File: config.mk
export PLATFORM = sky130hd
export DESIGN_NAME = alu_iter
export DESIGN_NICKNAME = d
export VERILOG_FILES = /design/src/rtl/alu_iter.sv
export SDC_FILE = /design/constraint.sdc
export NUM_CORES = 1
export LEC_CHECK = 0
export CORE_MARGIN = 4
export CORE_UTILIZATION = 55
export CTS_CLUSTER_DIAMETER = 200
export DETAILED_ROUTE_END_ITERATION = 10
export PLACE_DENSITY = 0.78
export SETUP_SLACK_MARGIN = 0.1
export SLEW_MARGIN = 20
export SYNTH_ARGS = -nofsm -noshare
export SYNTH_HDL_FRONTEND = slang
export SYNTH_SLANG_ARGS = --single-unit
File: constraint.sdc
create_clock -name CLK -period 2.43 [get_ports CLK]
set_clock_uncertainty 0.1 [all_clocks]
set_input_delay 0.243 -clock CLK [delete_from_list [all_inputs] [get_ports CLK]]
set_output_delay 0.243 -clock CLK [all_outputs]
set_load 0.03 [all_outputs]
File: src/rtl/alu_iter.sv
// ---------------------------------------------------------------------------
// alu_iter -- multi-cycle datapath ALU
//
// Handles forward/add/and/or in one pass. Multiply runs as shift-add, one
// multiplier bit per cycle. Logical-left, arithmetic-right and rotate-right
// run as one bit position per cycle. The control unit drives it through a
// START / BUSY / DONE handshake. RESULT and ZERO are registered and change
// only on a DONE pulse.
//
// Ports
//   CLK     in   rising-edge clock
//   RESET   in   synchronous active-low reset
//   START   in   request; accepted only in IDLE and not in the DONE cycle
//   SELECT  in   [2:0] opcode, captured on accept
//   DATA1   in   [WIDTH-1:0] operand A, captured on accept
//   DATA2   in   [WIDTH-1:0] operand B / shift amount, captured on accept
//   BUSY    out  high from the cycle after accept until DONE
//   DONE    out  one-cycle pulse; RESULT/ZERO valid from this cycle
//   RESULT  out  [WIDTH-1:0] registered result
//   ZERO    out  registered, 1 iff RESULT == 0
// ---------------------------------------------------------------------------
module alu_iter #(
    parameter int WIDTH = 8
) (
    input  logic             CLK,
    input  logic             RESET,
    input  logic             START,
    input  logic [2:0]       SELECT,
    input  logic [WIDTH-1:0] DATA1,
    input  logic [WIDTH-1:0] DATA2,
    output logic             BUSY,
    output logic             DONE,
    output logic [WIDTH-1:0] RESULT,
    output logic             ZERO
);

    // Step-counter width is derived from WIDTH so that it can hold WIDTH.
    localparam int              CNTW     = $clog2(WIDTH) + 1;
    localparam logic [CNTW-1:0] CNT_FULL = CNTW'(WIDTH);
    localparam logic [CNTW-1:0] CNT_ONE  = CNTW'(1);

    localparam logic [2:0] OP_FWD = 3'b000;
    localparam logic [2:0] OP_ADD = 3'b001;
    localparam logic [2:0] OP_AND = 3'b010;
    localparam logic [2:0] OP_OR  = 3'b011;
    localparam logic [2:0] OP_MUL = 3'b100;
    localparam logic [2:0] OP_SLL = 3'b101;
    localparam logic [2:0] OP_SRA = 3'b110;
    localparam logic [2:0] OP_ROR = 3'b111;

    localparam logic [1:0] S_IDLE = 2'd0;
    localparam logic [1:0] S_RUN  = 2'd1;
    localparam logic [1:0] S_FIN  = 2'd2;

    logic [1:0]       state;
    logic [2:0]       op;
    logic [WIDTH-1:0] opa;
    logic [WIDTH-1:0] opb;
    logic [WIDTH-1:0] acc;
    logic [CNTW-1:0]  cnt;
    logic             busy_q;
    logic             done_q;
    logic [WIDTH-1:0] result_q;
    logic             zero_q;

    logic             amt_big;
    logic [CNTW-1:0]  amt_low;
    logic [CNTW-1:0]  load_n;
    logic [WIDTH-1:0] opa_step;
    logic [WIDTH-1:0] opb_step;
    logic [WIDTH-1:0] acc_step;
    logic [WIDTH-1:0] fin_result;

    // Step count for the incoming request. Any set bit at or above
    // log2(WIDTH) means the amount is >= WIDTH and gets clamped for
    // SLL/SRA. ROR keeps only the low bits, which is B mod WIDTH.
    always_comb begin
        // NOTE: every always_comb output gets a default first so that no
        // path through the case leaves it unassigned, which would infer a latch.
        load_n  = '0;
        amt_big = |DATA2[WIDTH-1:CNTW-1];
        amt_low = {1'b0, DATA2[CNTW-2:0]};
        case (SELECT)
            OP_MUL:         load_n = CNT_FULL;
            OP_SLL, OP_SRA: load_n = amt_big ? CNT_FULL : amt_low;
            OP_ROR:         load_n = amt_low;
            default:        load_n = '0;
        endcase
    end

    // One iteration of the selected multi-cycle operation.
    always_comb begin
        opa_step = opa;
        opb_step = opb;
        acc_step = acc;
        case (op)
            OP_MUL: begin
                // Shift-add: add the shifted multiplicand when the current
                // multiplier LSB is set, then advance both operands.
                if (opb[0]) acc_step = acc + opa;
                opa_step = {opa[WIDTH-2:0], 1'b0};
                opb_step = {1'b0, opb[WIDTH-1:1]};
            end
            OP_SLL:  opa_step = {opa[WIDTH-2:0], 1'b0};
            OP_SRA:  opa_step = {opa[WIDTH-1], opa[WIDTH-1:1]};
            OP_ROR:  opa_step = {opa[0], opa[WIDTH-1:1]};
            default: opa_step = opa;
        endcase
    end

    // Final value written on the FIN edge.
    always_comb begin
        fin_result = opb;
        case (op)
            OP_FWD:  fin_result = opb;
            OP_ADD:  fin_result = opa + opb;
            OP_AND:  fin_result = opa & opb;
            OP_OR:   fin_result = opa | opb;
            OP_MUL:  fin_result = acc;
            default: fin_result = opa;
        endcase
    end

    always_ff @(posedge CLK) begin
        // NOTE: state registers use non-blocking assignments only, so every
        // flop samples pre-edge values regardless of statement order.
        if (!RESET) begin
            // NOTE: the operand and step registers are reset along with the
            // control state. An aborted operation then leaves nothing behind.
            state    <= S_IDLE;
            op       <= OP_FWD;
            opa      <= '0;
            opb      <= '0;
            acc      <= '0;
            cnt      <= '0;
            busy_q   <= 1'b0;
            done_q   <= 1'b0;
            result_q <= '0;
            zero_q   <= 1'b1;
        end else begin
            done_q <= 1'b0;
            case (state)
                S_IDLE: begin
                    // A START that arrives while DONE is still high is dropped.
                    if (START && !done_q) begin
                        op     <= SELECT;
                        opa    <= DATA1;
                        opb    <= DATA2;
                        acc    <= '0;
                        cnt    <= load_n;
                        busy_q <= 1'b1;
                        state  <= (load_n == '0) ? S_FIN : S_RUN;
                    end
                end
                S_RUN: begin
                    opa <= opa_step;
                    opb <= opb_step;
                    acc <= acc_step;
                    cnt <= cnt - CNT_ONE;
                    if (cnt == CNT_ONE) state <= S_FIN;
                end
                S_FIN: begin
                    result_q <= fin_result;
                    zero_q   <= (fin_result == '0);
                    done_q   <= 1'b1;
                    busy_q   <= 1'b0;
                    state    <= S_IDLE;
                end
                default: state <= S_IDLE;
            endcase
        end
    end

    assign BUSY   = busy_q;
    assign DONE   = done_q;
    assign RESULT = result_q;
    assign ZERO   = zero_q;

endmodule

==> flow_summary.json <==
{
  "drcViolationCount": 0,
  "cts_made_buffers": 5,
  "track_usage_pct": 25.8,
  "ys_ff_latch": 44,
  "dominantRegCellSynth": "dfxtp_1",
  "synth_top_family_by_area": "compound AO/OA/AOI/OAI gates",
  "ys_seq_area_share_pct": 27.2,
  "multi_input_area_um2": 2180,
  "intPower_uw": 1390,
  "cts.sinks": 44,
  "finalSetupViolCount": 0,
  "whs_ps": 358,
  "use_met3_pct": 5.10,
  "ir_drop_mv": 0.281,
  "initialDrtViolationCount": 266,
  "antenna_found_initial": 0,
  "die_area_um2": 7170,
  "synth_top_area_share_pct": 27.2,
  "synth_top_area_cell": "dfxtp_1",
  "crit_type": "reg -> reg",
  "rsz0062_at_grt": "yes",
  "synth_simple_gate_area_share_pct": 21.0,
  "power_frac_clock_pct": 26.7,
  "finalCritPeriodShare_pct": 91.9,
  "syn_nets": 450,
  "yosysMostFrequentCell": "nor2_1",
  "synthTopCellsByArea": "dfxtp_1 (27%), ha_1 (9.7%), nor2_1 (7.1%)",
  "power.leakage_uw": 0.00162,
  "area_delta_synth_final_pct": 19.1,
  "cts_hold_buf": 0,
  "synth_edf_count": 0,
  "fillers": 489,
  "slew_violations": 0,
  "ant_nets": 0,
  "end_kind": "flop",
  "tns_ps": 0,
  "crit_required_ps": 2550,
  "finalCriticalPeriod_ps": 2230,
  "power.switching_uw": 740,
  "cts.clk_slew.worst_paths_ps": 90,
  "synth_compound_area_share_pct": 25.6,
  "setup_ws_ps": 198,
  "avgSynthCellArea_um2": 8.07,
  "yosys-top-cells-count": "nor2_1 (61), dfxtp_1 (44), nand2_1 (29)",
  "clk_latency_ps": 300,
  "grt-ovfl-total": 0,
  "yosysWarningCount": 0,
  "cts_root_buf": "clkbuf_8",
  "seqPwrFrac_pct": 39.8,
  "relSlewSlack_pct": 59.0,
  "hold_violations": 0,
  "maxCapViolations": 0,
  "ys_types": 61,
  "cp-start-kind": "flop",
  "use_met1_pct": 37.3,
  "netlist_instances": 401,
  "clock_path_buffers": 2,
  "portBuffers": 32,
  "swShare_pct": 34.7,
  "grt_pass1_vias": 2885,
  "start_util_pct": 57.7,
  "top_usage_layer": "met2",
  "outcome": "complete, no violations",
  "dp_cells": 507,
  "pwr-share-comb_pct": 33.5,
  "synth.area.mux_share_pct": 7.16,
  "async_reset_ff_share_pct": 0,
  "place_congestion": 1.02,
  "arrival_ps": 2350,
  "wl_um": 9110,
  "num_vias": 3096,
  "viasPerCell": 6.01,
  "coreArea_um2": 5610,
  "synthAdderAreaFrac_pct": 10.9,
  "worst_slew_pin_slew_ps": 614,
  "power_density_nw_per_um2": 554,
  "post_drt_wl_per_cell_um": 17.7,
  "pin_count": 33,
  "critPathMaxFanout": 5,
  "synthXorXnorAreaFrac_pct": 1.90,
  "die_h_um": 84.7,
  "netlist_area_um2": 3230,
  "cts.htree.levels": 2,
  "hold_path_class": "reg -> reg",
  "fin_nets": 491,
  "preCtsSetupSlack_ps": 56.5,
  "die_w_um": 84.7,
  "dp_hpwl_um": 6960,
  "grt_pass1_wl_um": 15000,
  "grt_max_degree": 26,
  "drt_first_pass_iters": 6,
  "diodes": 0,
  "tritoncts": "yes",
  "seqCellArea_um2": 883,
  "cts_setup_buffers": 0,
  "std_cell_rows": 27,
  "drive_gt1_share_pct": 12.2,
  "clock.fmax_mhz": 448,
  "grt_use_met2_pct": 39.9,
  "final_cells": 515,
  "power_uw": 2130
}
logic make-up (layout without fill, tap and decap cells):
logic type               after synthesis  in the layout
AND/OR/NAND/NOR                      139            139
AO/OA/AOI/OAI                        114            114
buffers and inverters                 47             89
flip-flops                            44             44
adder cells (fa/ha/maj)               27             27
multiplexers                          23             23
XOR/XNOR                               7              7
area by class of cell:
class | count | area share, %
repair buffers | 56 | 13.0
clock inverters | 2 | 0.910
well taps | 72 | 2.34
multi-input cells | 310 | 56.5
clock buffers | 6 | 1.88
flip-flops and latches | 44 | 22.9
inverters | 25 | 2.44
what timing repair did:
item | in CTS | in global routing
resized for setup | 2 | 7
pin swaps | 0 | 1
setup endpoints to repair | 2 | 4
hold endpoints to repair | 0 | 0
metal layers:
layer  vias up  wire, µm
li1       1521         -
met1      1459      4280
met2       102      4060
met3        14       659
met4         0       112
met5         -         0
state kept, by name, indices dropped and copies added (netlist names):
| name | count |
|---|---|
| cnt | 4 |
| state | 2 |
| opb | 8 |
| ZERO | 1 |
| opa | 8 |
| op | 3 |
| acc | 8 |
| RESULT | 8 |
| DONE | 1 |
| BUSY | 1 |
path summary, 6_finish.rpt:
check            start  slack [ps]   endpoint  cells after the start
max reg2reg     opb[0]         200       ZERO                      8
min          RESULT[7]         360  RESULT[7]                      2
max             opb[0]         200       ZERO                      8
min reg2reg  RESULT[7]         360  RESULT[7]                      2
worst max-delay path, stage by stage, from the launching register on:
cell	delay [ps]
dfxtp_1	360
ha_2	220
fa_2	370
a211oi_2	280
nor2_1	90
xor2_1	170
a211oi_2	230
nand4_1	140
o31ai_2	180
power groups by stage:
stage	Clock, µW	Combinational, µW	Sequential, µW
2_1_floorplan	0	456	866
3_3_place_gp	0	693	860
3_5_place_dp	0	697	860
4_1_cts	568	702	845
5_1_grt	603	790	856
6_report	569	715	849
cell usage in the layout (no fill, tap or decap), types with 5 or more instances in the layout:
cell type	n
o211a_1	6
mux2i_1	22
a211oi_1	5
buf_4	24
nand2_1	29
ha_1	24
nor3_1	6
o211ai_1	12
o21ai_0	22
a22oi_1	5
dfxtp_1	42
inv_1	25
a21o_1	7
clkbuf_8	5
nor2_1	61
clkdlybuf4s50_1	32
nand2b_1	6
nand3_1	7
a21oi_1	20
o21bai_1	5
nand4_1	5
through the flow:
| stage | utilization, % | cell area, µm² |
|---|---|---|
| after CTS | 68.3 | 3830 |
| final | 68.7 | 3850 |
| after global placement | 66.3 | 3720 |
| after floorplan | - | 3230 |
| after global routing | 68.7 | 3850 |
| after detailed placement | 66.3 | 3720 |
(Power assumes the default switching activity.)
